`src/rtl/serial_pkg.sv`:
```
// Shared definitions for the serial UART blocks: FSM state encoding,
// the nominal 27 MHz / 115200 bit period and the FIFO occupancy width helper.
package serial_pkg;

    typedef enum logic [1:0] {
        TX_IDLE  = 2'd0,
        TX_START = 2'd1,
        TX_DATA  = 2'd2,
        TX_STOP  = 2'd3
    } tx_state_e;

    localparam int unsigned CLKS_PER_BIT_115200 = 234;

    // Occupancy counter must represent 0..depth inclusive.
    function automatic int unsigned count_width(input int unsigned depth);
        return $clog2(depth) + 1;
    endfunction

endpackage

```
`src/rtl/serial_tx_fifo.sv`:
```
// Synchronous FIFO for the UART transmitter; power-of-2 depth, pointers
// wrap naturally, asynchronous active-low reset clears pointers and count.
module serial_tx_fifo import serial_pkg::*; #(
    parameter int unsigned DEPTH = 4,
    parameter int unsigned WIDTH = 8
) (
    input  logic                          clk,
    input  logic                          rst_n,
    input  logic                          push,
    input  logic                          pop,
    input  logic [WIDTH-1:0]              din,
    output logic [WIDTH-1:0]              dout,
    output logic                          empty,
    output logic [count_width(DEPTH)-1:0] count
);

    localparam int unsigned PW = $clog2(DEPTH);
    localparam int unsigned CW = count_width(DEPTH);

    logic [PW-1:0]    head_q, head_d;
    logic [PW-1:0]    tail_q, tail_d;
    logic [CW-1:0]    count_q, count_d;
    logic [WIDTH-1:0] mem_q [DEPTH];
    logic             push_ok;
    logic             pop_ok;

    assign push_ok = push && (count_q != CW'(DEPTH));
    assign pop_ok  = pop && (count_q != '0);

    always_comb begin
        head_d  = head_q;
        tail_d  = tail_q;
        count_d = count_q + CW'(push_ok) - CW'(pop_ok);
        if (push_ok) tail_d = tail_q + 1'b1;
        if (pop_ok)  head_d = head_q + 1'b1;
    end

    always_ff @(posedge clk or negedge rst_n) begin
        if (!rst_n) begin
            head_q  <= '0;
            tail_q  <= '0;
            count_q <= '0;
        end else begin
            head_q  <= head_d;
            tail_q  <= tail_d;
            count_q <= count_d;
        end
    end

    always_ff @(posedge clk) begin
        if (push_ok) mem_q[tail_q] <= din;
    end

    assign dout  = mem_q[head_q];
    assign empty = (count_q == '0);
    assign count = count_q;

endmodule

```
`src/rtl/serial_tx.sv`:
```
// 8N1 UART transmitter: FIFO-buffered bytes serialised LSB-first with one
// start bit and STOP_BITS stop bits; back-to-back frames have no gap.
module serial_tx import serial_pkg::*; #(
    parameter int unsigned CLKS_PER_BIT = CLKS_PER_BIT_115200,
    parameter int unsigned FIFO_DEPTH   = 4,
    parameter int unsigned STOP_BITS    = 1
) (
    input  logic                               CLK,
    input  logic                               RST,
    input  logic                               WR,
    input  logic [7:0]                         DIN,
    output logic                               READY,
    output logic                               TXD,
    output logic                               BUSY,
    output logic [count_width(FIFO_DEPTH)-1:0] COUNT
);

    localparam int unsigned CW = count_width(FIFO_DEPTH);

    tx_state_e   state_q, state_d;
    logic [15:0] baud_q, baud_d;
    logic [2:0]  bit_q, bit_d;
    logic [7:0]  shift_q, shift_d;
    logic        txd_q, txd_d;
    logic        busy_q, busy_d;
    logic        ready_q, ready_d;
    logic        baud_tick;
    logic        push;
    logic        pop;
    logic [7:0]  fifo_dout;
    logic        fifo_empty;
    logic [CW-1:0] cnt_nxt;

    assign push = WR && ready_q;

    serial_tx_fifo #(
        .DEPTH (FIFO_DEPTH),
        .WIDTH (8)
    ) u_fifo (
        .clk   (CLK),
        .rst_n (RST),
        .push  (push),
        .pop   (pop),
        .din   (DIN),
        .dout  (fifo_dout),
        .empty (fifo_empty),
        .count (COUNT)
    );

    always_comb begin
        state_d   = state_q;
        baud_d    = baud_q;
        bit_d     = bit_q;
        shift_d   = shift_q;
        pop       = 1'b0;
        baud_tick = (baud_q == 16'(CLKS_PER_BIT - 1));
        case (state_q)
            TX_IDLE: begin
                baud_d = '0;
                bit_d  = '0;
                if (!fifo_empty) begin
                    pop     = 1'b1;
                    shift_d = fifo_dout;
                    state_d = TX_START;
                end
            end
            TX_START: begin
                if (baud_tick) begin
                    baud_d  = '0;
                    bit_d   = '0;
                    state_d = TX_DATA;
                end else begin
                    baud_d = baud_q + 1'b1;
                end
            end
            TX_DATA: begin
                if (baud_tick) begin
                    baud_d  = '0;
                    shift_d = {1'b0, shift_q[7:1]};
                    if (bit_q == 3'd7) begin
                        bit_d   = '0;
                        state_d = TX_STOP;
                    end else begin
                        bit_d = bit_q + 1'b1;
                    end
                end else begin
                    baud_d = baud_q + 1'b1;
                end
            end
            TX_STOP: begin
                // bit_q counts stop bits here; the last one chains straight into the next frame.
                if (baud_tick) begin
                    baud_d = '0;
                    if (bit_q == 3'(STOP_BITS - 1)) begin
                        bit_d = '0;
                        if (!fifo_empty) begin
                            pop     = 1'b1;
                            shift_d = fifo_dout;
                            state_d = TX_START;
                        end else begin
                            state_d = TX_IDLE;
                        end
                    end else begin
                        bit_d = bit_q + 1'b1;
                    end
                end else begin
                    baud_d = baud_q + 1'b1;
                end
            end
            default: state_d = TX_IDLE;
        endcase
    end

    // TXD is registered from the current state, so the line trails the FSM by one cycle.
    always_comb begin
        case (state_q)
            TX_START: txd_d = 1'b0;
            TX_DATA:  txd_d = shift_q[0];
            default:  txd_d = 1'b1;
        endcase
        cnt_nxt = COUNT + CW'(push) - CW'(pop);
        ready_d = (cnt_nxt != CW'(FIFO_DEPTH));
        busy_d  = (state_d != TX_IDLE) || (cnt_nxt != '0);
    end

    always_ff @(posedge CLK or negedge RST) begin
        if (!RST) begin
            state_q <= TX_IDLE;
            baud_q  <= '0;
            bit_q   <= '0;
            shift_q <= '0;
            txd_q   <= 1'b1;
            busy_q  <= 1'b0;
            ready_q <= 1'b1;
        end else begin
            state_q <= state_d;
            baud_q  <= baud_d;
            bit_q   <= bit_d;
            shift_q <= shift_d;
            txd_q   <= txd_d;
            busy_q  <= busy_d;
            ready_q <= ready_d;
        end
    end

    assign TXD   = txd_q;
    assign BUSY  = busy_q;
    assign READY = ready_q;

endmodule

```
`config.mk`:
```
export PLATFORM = sky130hd
export DESIGN_NAME = serial_tx
export DESIGN_NICKNAME = d
export VERILOG_FILES = /design/src/rtl/serial_pkg.sv /design/src/rtl/serial_tx_fifo.sv /design/src/rtl/serial_tx.sv
export SDC_FILE = /design/constraint.sdc
export NUM_CORES = 1
export LEC_CHECK = 0
export ABC_AREA = 1
export ABC_CLOCK_PERIOD_IN_PS = 3400
export BUFFER_PORTS_ARGS = -buffer_cell sky130_fd_sc_hd__clkbuf_2
export CAP_MARGIN = 25
export CORE_ASPECT_RATIO = 0.5
export CORE_MARGIN = 2
export CORE_UTILIZATION = 35
export DETAILED_ROUTE_END_ITERATION = 8
export SYNTH_ARGS = -nofsm -noshare
export SYNTH_HDL_FRONTEND = slang
export SYNTH_SLANG_ARGS = --single-unit
```
`constraint.sdc`:
```
create_clock -name CLK -period 3.4 [get_ports CLK]
set_clock_uncertainty 0.2 [all_clocks]
set_input_delay 0.17 -clock CLK [delete_from_list [all_inputs] [get_ports CLK]]
set_output_delay 0.17 -clock CLK [all_outputs]
set_load 0.02 [all_outputs]
```
==> run_results.csv, run 1 <==
group,metric,value,unit
outcome,status,"complete, no violations",
worst_hold_path,hold_start,"WR",
clock_network,cts_made_buffers,9,
place,place.gp.congestion,0.855,
worst_hold_path,hold_end,"u_fifo.tail_q[1]",
setup_path,cp_common_cell,"nand2_1",
yosys,yosys_warnings,0,
place,dpl.hpwl,4440,um
yosys,synthArstFlopShare,54.9,%
global_route,first_global_vias,2397,
yosys,syn_inst,380,
setup_path,max_stage_delay,0.43,ns
die,num_rows,26,
timing,fin_crit_sh,87.0,%
detailed_routing,drc_errors,0,
setup_path,critPathMaxFanout,4,
setup_path,regToRegStartpoint,"baud_q[1]",
yosys,synth_flop_cell,"dfrtp_1",
finish,fin_cells,558,
worst_hold_path,min_path_cells,5,
yosys,ys_seq_elements,71,
clock_network,clk_pin_slew,0.05,ns
setup_path,path_buf_inv,3,
setup_path,critical-path-top-delay-family,"simple AND/OR/NAND/NOR gates",
timing,setup_viol,0,
setup_path,endpoint_kind,"register",
finish,synthToLayoutAreaGrowth,17.3,%
setup_path,worst_r2r_path_depth,16,
detailed_routing,postRouteAntennaNets,0,
detailed_routing,drt_iter0_drc,154,
clock_network,clock_sinks,71,
timing,rsz0062_at_grt,"no",
timing,clock.fmax,338,MHz
detailed_routing,wl_per_cell,11.8,um
finish,fill_cells,971,
timing,period_needed,2.96,ns
yosys,netlist-cell-type-count,34,
yosys,syn-num-nets,411,
yosys,netlist.area_leader.share,26.6,%
clock_network,cts_resized,0,
clock_network,h-tree-depth,3,
finish,num_antenna_cells,0,
detailed_routing,num_vias,2534,
pwr,power,2310,uW
pwr,max-vdd-ir-drop,0.235,mV
timing,worst_pin_slew,0.874,ns
global_route,grt_first_pass_wirelength,11200,um
place,placed_area,3850,um2
timing,hold_viol,0,
setup_path,start_kind,"register",
yosys,syn_area_per_cell,9.50,um2
die,dieArea,11200,um2
timing,relSlewSlack,41.7,%
detailed_routing,wirelength,6610,um
place,numPlacedInstances,531,
pwr,power_leakage,0.00192,uW
setup_path,rr_endpoint,"BUSY",
clock_network,cts_tree,"done",
yosys,syn_area,3610,um2
die,initial_utilization,35.7,%
pwr,power-per-cell-area,545,nW/um2
clock_network,cts-root-buf,"clkbuf_16",
yosys,synth_common_cells,"nand2_1, nor2_1, inv_1",
setup_path,path_class,"reg -> reg",
timing,slew_violations,0,
setup_path,path_cells,"inv_1, ha_1, nand3b_1, nor2_1, nand2_1, nor3_1, nand2_1, nand2_1, nand2_1, inv_1, ha_1, inv_1, ha_1, fa_1, nor3_1, nand3_1",
finish,fin_util,41.9,%
place,io_buffer_count,16,
finish,final_area,4240,um2
clock_network,clk_path_buf_depth,2,
global_route,grt_max_degree,40,
setup_path,cp.required,3.41,ns
die,dieWidth,148,um
run,cap_viol_max_count,0,
finish,layout.nets,444,
yosys,yosysSeqAreaShare,53.7,%
setup_path,worst_path_max_delay_cell,"fa_1",
detailed_routing,vias_per_cell,4.54,
clock_network,clock_latency,0.34,ns
global_route,grt_overflow,0,
global_route,grt_usage,13.2,%
yosys,synth_area_leaders,"edfxtp_1, dfrtp_1, ha_1",
setup_path,r2r_slack,0.44,ns
timing,fin_setup_tns,0,ns
finish,layout-drive-gt1-share,14.8,%
setup_path,crit_arrival,2.97,ns
yosys,synth-edff-count,32,
setup_path,critical_path_cell_count,16,
global_route,antenna_found_initial,0,
yosys,netlist.top_cell.by_area,"edfxtp_1",
die,coreArea,10100,um2
die,num_io_pins,17,
yosys,synth.most_common_cell,"nand2_1",
die,die_h,75.8,um
detailed_routing,first_pass_iters,4,
worst_hold_path,hold_path_class,"in -> reg",
## registers in the layout, summed over array words and instances (netlist names)
signal,cells
u_fifo.mem_q,32
baud_q,16
shift_q,8
bit_q,3
u_fifo.count,3
state_q,2
u_fifo.head_q,2
u_fifo.tail_q,2
BUSY,1
READY,1
TXD,1
## layout by cell type, fill, tap and decap left out, drive strengths merged, types with 10 or more instances in the layout
| cell | synthesis | layout |
|---|---|---|
| ha | 18 | 18 |
| dfrtp | 37 | 37 |
| clkbuf | 3 | 26 |
| nand2 | 59 | 59 |
| edfxtp | 32 | 32 |
| dlygate4sd3 | 0 | 10 |
| inv | 55 | 55 |
| nand3 | 23 | 23 |
| a21oi | 10 | 10 |
| o21ai | 33 | 33 |
| nor2 | 59 | 59 |
## layer usage
metal | routed length (um) | part of all wire (%) | GRT usage [%]
met5 | 0 | 0 | 0
met1 | 3220 | 49 | 15.4
met3 | 187 | 2.8 | 4.49
met4 | 118 | 1.8 | 6.20
met2 | 3080 | 47 | 22.7
## logic make-up after synthesis
kind of cell / share of synthesized area (%)
compound gates: 10.8
xor+xnor: 2.67
fa+ha+maj: 7.35
buf+inv: 7.04
flops: 53.7
simple gates: 18.4
## how the worst max path moves through the flow
stage,start,endpoint,slack [ns]
finish,baud_q[1],BUSY,0.44
global route,baud_q[1],BUSY,0.09
CTS,bit_q[0],BUSY,0.43
detailed placement,bit_q[0],BUSY,0.44
global placement,baud_q[1],BUSY,0.52
floorplan,u_fifo.count[1],BUSY,0.67
## final cells by class
type	count	area (um2)	share of cell area (%)
clock buffers	10	229	5.41
clock inverters	6	38.8	0.916
inverters	55	206	4.87
multi-input cells	245	1420	33.4
flip-flops and latches	71	1940	45.8
well taps	140	175	4.14
repair buffers	31	230	5.44
## stage by stage
stage               worst slack, ns  hold WS [ns]
floorplan                     0.674        -0.326
global placement              0.518         0.180
detailed placement            0.441         0.192
CTS                           0.427        0.0945
global route                 0.0921         0.136
finish                        0.441        0.0997
## timing repair
action,4_1_cts,5_1_grt
hold buffers,9,1
setup buffers,0,0
hold endpoints to repair,69,3
## worst register-to-register path: stages, from the launching register on
cell,delay [ns]
dfrtp_1,0.39
inv_1,0.06
ha_1,0.20
nand3b_1,0.10
nor2_1,0.15
nand2_1,0.11
nor3_1,0.14
nand2_1,0.06
nand2_1,0.09
nand2_1,0.11
inv_1,0.08
ha_1,0.21
inv_1,0.06
ha_1,0.16
fa_1,0.43
nor3_1,0.20
nand3_1,0.09
## power by group
| group | total, uW | internal, uW | switching (uW) |
|---|---|---|---|
| Combinational | 401 | 156 | 245 |
| Clock | 839 | 490 | 349 |
| Sequential | 1070 | 1020 | 49.6 |
| Total | 2310 | 1660 | 644 |
No activity file was read; power rests on OpenSTA's default activity.
==> run 2: changes to the inputs <==
--- a/config.mk
+++ b/config.mk
@@ -11,8 +11,10 @@
 export CAP_MARGIN = 25
 export CORE_ASPECT_RATIO = 0.5
 export CORE_MARGIN = 2
-export CORE_UTILIZATION = 35
+export CORE_UTILIZATION = 61
 export DETAILED_ROUTE_END_ITERATION = 8
+export PLACE_DENSITY = 0.79
+export SLEW_MARGIN = 25
 export SYNTH_ARGS = -nofsm -noshare
 export SYNTH_HDL_FRONTEND = slang
 export SYNTH_SLANG_ARGS = --single-unit
==> constraint.sdc (replaced) <==
create_clock -name CLK -period 3.4 [get_ports CLK]
set_clock_uncertainty 0.2 [all_clocks]
set_input_delay 0.34 -clock CLK [delete_from_list [all_inputs] [get_ports CLK]]
set_output_delay 0.34 -clock CLK [all_outputs]
set_load 0.02 [all_outputs]
==> run 2 against run 1 <==
  * Via count increased by 4.8%
  * Register-to-register slack worse by 0.22 ns
  * Die area down 41%
  * Sequential power about the same
  * First-iteration DRC count decreased by 15%
  * Count of clock-buffer cells in the layout down 1
  * Combinational power shrank 3%
  * Worst setup slack got worse by 0.22 ns
  * Critical path type unchanged
==> run_results.csv, run 2 (same netlist as run 1, synthesis figures left out) <==
group,metric,value,unit
die,num_io_pins,17,
pwr,p_switching,676,uW
clock_network,cts_hold_buf,1,
finish,reg_top3,"u_fifo.mem_q x32, baud_q x16, shift_q x8",
global_route,top_usage_layer,"met2",
die,dieArea,6590,um2
detailed_routing,drt_iter0_drc,131,
pwr,combPwrFrac,16.6,%
timing,fin_setup_tns,0,ns
pwr,power_leakage,0.00185,uW
detailed_routing,wl_per_cell,14.5,um
finish,final_common_cell,"nand2_1",
clock_network,clk_path_buf_depth,2,
global_route,grt_max_degree,40,
timing,worst_pin_slew,0.851,ns
global_route,gr-usage-met2,40.8,%
clock_network,cts_made_buffers,9,
clock_network,cts_tree,"done",
setup_path,max_stage_delay,0.43,ns
setup_path,path_class,"reg -> reg",
setup_path,critPathMaxFanout,4,
pwr,p_int,1650,uW
detailed_routing,postRouteAntennaNets,0,
finish,layout-drive-gt1-share,14.4,%
die,dieWidth,113,um
global_route,grt_first_pass_wirelength,11700,um
setup_path,crit_arrival,3.19,ns
clock_network,cts_setup_buffers,0,
finish,synthToLayoutAreaGrowth,11.5,%
clock_network,clock_latency,0.34,ns
place,numPlacedInstances,460,
pwr,swShare,29.0,%
worst_hold_path,hold_path_class,"in -> reg",
global_route,use_met1,28.4,%
global_route,antenna_found_initial,0,
setup_path,start_kind,"register",
setup_path,cp_common_cell,"inv_1",
outcome,status,"complete, no violations",
finish,largest_reg_flops,32,
finish,fin_util,72.0,%
place,placed_area,3730,um2
global_route,grt_overflow,0,
place,dpl.hpwl,4780,um
detailed_routing,num_vias,2656,
finish,fin_cells,477,
timing,period_needed,3.18,ns
finish,final_area,4020,um2
run,cap_viol_max_count,0,
global_route,grt_usage,23.6,%
timing,relSlewSlack,43.3,%
timing,hold_viol,0,
detailed_routing,vias_per_cell,5.57,
setup_path,cp.required,3.41,ns
die,initial_utilization,64.6,%
clock_network,clk_pin_slew,0.06,ns
finish,final_cell_mix,"nand2_1, nor2_1, inv_1",
setup_path,endpoint_kind,"register",
timing,clock.fmax,315,MHz
global_route,grt_use_met3,8.34,%
finish,regMostFlops,"u_fifo.mem_q",
timing,slew_violations,0,
place,place.gp.congestion,0.941,
pwr,clkPwrFrac,37.3,%
pwr,max-vdd-ir-drop,0.464,mV
clock_network,h-tree-depth,3,
clock_network,clock_sinks,71,
global_route,first_global_vias,2544,
place,io_buffer_count,16,
timing,fin_crit_sh,93.5,%
finish,num_antenna_cells,0,
timing,rsz0062_at_grt,"no",
pwr,seqPwrFrac,46.0,%
clock_network,cts_resized,0,
pwr,power-per-cell-area,578,nW/um2
clock_network,cts-root-buf,"clkbuf_16",
setup_path,path_cells,"inv_1, ha_1, inv_1, nor2_1, inv_1, nor3_1, nand2_1, nand2_1, nand2_1, inv_1, ha_1, inv_1, ha_1, fa_1, nor3_1, nand3_1",
finish,fill_cells,389,
finish,layout.nets,430,
die,coreArea,5590,um2
detailed_routing,wirelength,6930,um
timing,setup_viol,0,
setup_path,worst_path_max_delay_cell,"fa_1",
die,num_rows,19,
die,die_h,58.4,um
detailed_routing,drc_errors,0,
detailed_routing,first_pass_iters,4,
==> run 2: cell count changes in the layout (fill, tap and decap cells not counted), moves of 2 or more <==
cell           previous run  this run
dlygate4sd3_1            10         1
buf_4                     4         0
clkinv_2                  2         0
inv_6                     0         2
==> run 2: final cells by class <==
class / count / area [um2] / area share, %
Clock inverter: 7 / 55.1 / 1.37
Clock buffer: 9 / 225 / 5.60
Multi-Input combinational cell: 245 / 1420 / 35.2
Sequential cell: 71 / 1940 / 48.2
Inverter: 55 / 206 / 5.13
Timing Repair Buffer: 17 / 90.1 / 2.24
Tap cell: 73 / 91.3 / 2.27
==> run 2: metrics by stage <==
step | setup slack, ns | power, uW | hold WS [ns]
2_1_floorplan | 0.674 | 1350 | -0.156
3_3_place_gp | 0.545 | 1440 | 0.261
3_5_place_dp | 0.358 | 1480 | 0.270
4_1_cts | 0.242 | 2340 | 0.00933
5_1_grt | 0.0337 | 2440 | 0.0138
6_report | 0.222 | 2330 | 0.0173
==> run 2: metal layers <==
layer	vias to the layer above	wire, um
li1	1285	-
met1	1286	3050
met2	76	3380
met3	9	429
met4	0	74
met5	-	0
==> run 2: power by group through the flow <==
| stage | Clock [uW] | Sequential, uW | Combinational (uW) |
|---|---|---|---|
| 6_report | 869 | 1070 | 388 |
| 5_1_grt | 919 | 1080 | 441 |
| 4_1_cts | 881 | 1070 | 393 |
| 3_5_place_dp | 0 | 1090 | 390 |
| 3_3_place_gp | 0 | 1080 | 357 |
| 2_1_floorplan | 0 | 1100 | 245 |
==> run 2: final timing paths <==
kind                            cells past startpoint            endpoint        from  slack, ns
worst max-delay path                               16                BUSY    bit_q[0]       0.22
worst min-delay path                                1  u_fifo.mem_q[2][3]      DIN[3]       0.02
worst max register to register                     16                BUSY    bit_q[0]       0.22
worst min register to register                      2          shift_q[5]  shift_q[5]       0.28
max in group asynchronous                           2          baud_q[12]         RST       2.01
min in group asynchronous                           2          baud_q[10]         RST       0.44
==> run 2: critical path, delay by kind of cell (launching register included) <==
family                     cells  cell delay [ns]
adders and majority gates      4             0.96
DFF                            1             0.40
buffers and inverters          5             0.38
and+or+nand+nor                7             1.12
==> run 3: changes to the inputs <==
--- a/config.mk
+++ b/config.mk
@@ -11,9 +11,11 @@
 export CAP_MARGIN = 25
 export CORE_ASPECT_RATIO = 0.5
 export CORE_MARGIN = 2
-export CORE_UTILIZATION = 61
+export CORE_UTILIZATION = 63
+export CTS_BUF_LIST = sky130_fd_sc_hd__clkbuf_2
 export DETAILED_ROUTE_END_ITERATION = 8
-export PLACE_DENSITY = 0.79
+export PLACE_DENSITY = 0.81
+export SETUP_SLACK_MARGIN = 0.2
 export SLEW_MARGIN = 25
 export SYNTH_ARGS = -nofsm -noshare
 export SYNTH_HDL_FRONTEND = slang
==> run 3 against run 2 <==
  * Cell count grew 2.1%
  * First-iteration DRC count increased by 20%
  * Die area decreased by 3.0%
  * Count of clock-buffer cells in the layout stayed put
  * Sequential power about the same
  * Combinational power increased by 1%
  * Largest power group unchanged
  * Sequential share of layout area up 0.85 points
  * Worst hold slack improved by 0.047 ns
  * Routed wire length up 2.1%
  * Worst setup slack better by 0.20 ns
  * Clock power shrank 50%
  * Critical path depth grew 1
==> run_results.csv, run 3 (same netlist as run 1, synthesis figures left out) <==
group,metric,value,unit
global_route,grt_usage,23.8,%
timing,setup_viol,0,
detailed_routing,first_pass_iters,4,
die,coreArea,5520,um2
timing,relSlewSlack,42.5,%
finish,final_common_cell,"nand2_1",
pwr,max-vdd-ir-drop,0.382,mV
pwr,power_leakage,0.00183,uW
clock_network,h-tree-depth,3,
setup_path,endpoint_kind,"register",
timing,hold_viol,0,
detailed_routing,drc_errors,0,
finish,fin_util,71.7,%
clock_network,clock_sinks,71,
detailed_routing,wirelength,7080,um
finish,fin_cells,487,
global_route,first_global_vias,2659,
detailed_routing,postRouteAntennaNets,0,
timing,clock.fmax,336,MHz
clock_network,cts_made_buffers,9,
clock_network,cts-root-buf,"clkbuf_2",
clock_network,clock_latency,0.53,ns
timing,worst_pin_slew,0.863,ns
global_route,antenna_found_initial,0,
detailed_routing,wl_per_cell,14.5,um
die,initial_utilization,65.4,%
timing,slew_violations,0,
place,place.gp.congestion,0.900,
global_route,grt_max_degree,40,
clock_network,cts_tree,"done",
die,dieWidth,111,um
setup_path,start_kind,"register",
setup_path,crit_arrival,3.19,ns
die,dieArea,6390,um2
timing,fin_crit_sh,87.6,%
finish,synthToLayoutAreaGrowth,9.60,%
detailed_routing,num_vias,2704,
timing,period_needed,2.98,ns
finish,largest_reg_flops,32,
finish,reg_top3,"u_fifo.mem_q x32, baud_q x16, shift_q x8",
global_route,grt_overflow,0,
place,io_buffer_count,16,
timing,rsz0062_at_grt,"no",
finish,num_antenna_cells,0,
timing,fin_setup_tns,0,ns
place,placed_area,3730,um2
worst_hold_path,hold_path_class,"in -> reg",
place,numPlacedInstances,460,
setup_path,path_class,"reg -> reg",
die,num_rows,19,
setup_path,cp.required,3.61,ns
place,dpl.hpwl,4700,um
finish,regMostFlops,"u_fifo.mem_q",
pwr,power-per-cell-area,481,nW/um2
global_route,grt_first_pass_wirelength,11700,um
pwr,power,1900,uW
setup_path,critPathMaxFanout,4,
finish,final_cell_mix,"nand2_1, nor2_1, inv_1",
clock_network,clk_pin_slew,0.21,ns
clock_network,clk_path_buf_depth,2,
detailed_routing,drt_iter0_drc,157,
detailed_routing,vias_per_cell,5.55,
finish,layout-drive-gt1-share,15.9,%
outcome,status,"complete, no violations",
run,cap_viol_max_count,0,
die,num_io_pins,17,
finish,layout.nets,440,
finish,final_area,3960,um2
die,die_h,57.5,um
[run 3: repair_timing]
action | CTS | global route
endpoints found under the hold margin | 69 | 0
setup endpoints to repair | 0 | 1
gates resized for setup | 0 | 6
buffers inserted | 0 | 2
hold buffers | 9 | 0
[run 3: power breakdown]
part,internal [uW],switching (uW)
Sequential,1020,56.1
Clock,105,332
Combinational,139,254
[run 3: area by class of cell]
type	instances	area, um2
clock buffer	9	45.0
clock inverter	7	56.3
fill	395	1560
inverter	55	206
multi-input combinational	245	1430
sequential	71	1940
tap	73	91.3
timing repair buffer	27	185
[run 3: metal layers]
layer  vias up  part of all wire [%]  routed length (um)  GRT usage (%)
li1       1305                     -                   -              -
met1      1303                    43                3050           28.4
met2        79                    51                3580           41.9
met3        17                   4.7                 332           7.55
met4         0                   1.6                 112           8.29
met5         -                     0                   0              0
[run 3: through the flow]
step           hold WS (ns)  setup slack [ns]
2_1_floorplan        -0.156             0.674
3_3_place_gp          0.265             0.549
3_5_place_dp          0.270             0.390
4_1_cts              0.0306             0.363
5_1_grt              0.0427             0.180
6_report             0.0645             0.420
[run 3: critical path, stage by stage (launching register included)]
cell      delay (ns)
dfrtp_1         0.44
inv_1           0.06
ha_1            0.19
nand3b_1        0.11
nor2_2          0.13
nand2_1         0.11
nor3_2          0.12
nand2_1         0.06
nand2_1         0.11
nand2_2         0.09
inv_1           0.06
ha_1            0.11
inv_1           0.04
ha_1            0.20
fa_1            0.39
xor2_1          0.18
nor3_1          0.18
nand3_1         0.10
[run 3: worst paths after layout]
path / startpoint / to / slack (ns) / cells after the start
worst min-delay path: WR / READY / 0.06 / 6
worst min register to register: baud_q[0] / baud_q[0] / 0.31 / 1
worst max-delay path: baud_q[1] / BUSY / 0.42 / 17
worst max register to register: baud_q[1] / BUSY / 0.42 / 17
max in group asynchronous: RST / baud_q[11] / 2.21 / 2
min in group asynchronous: RST / baud_q[9] / 0.22 / 2
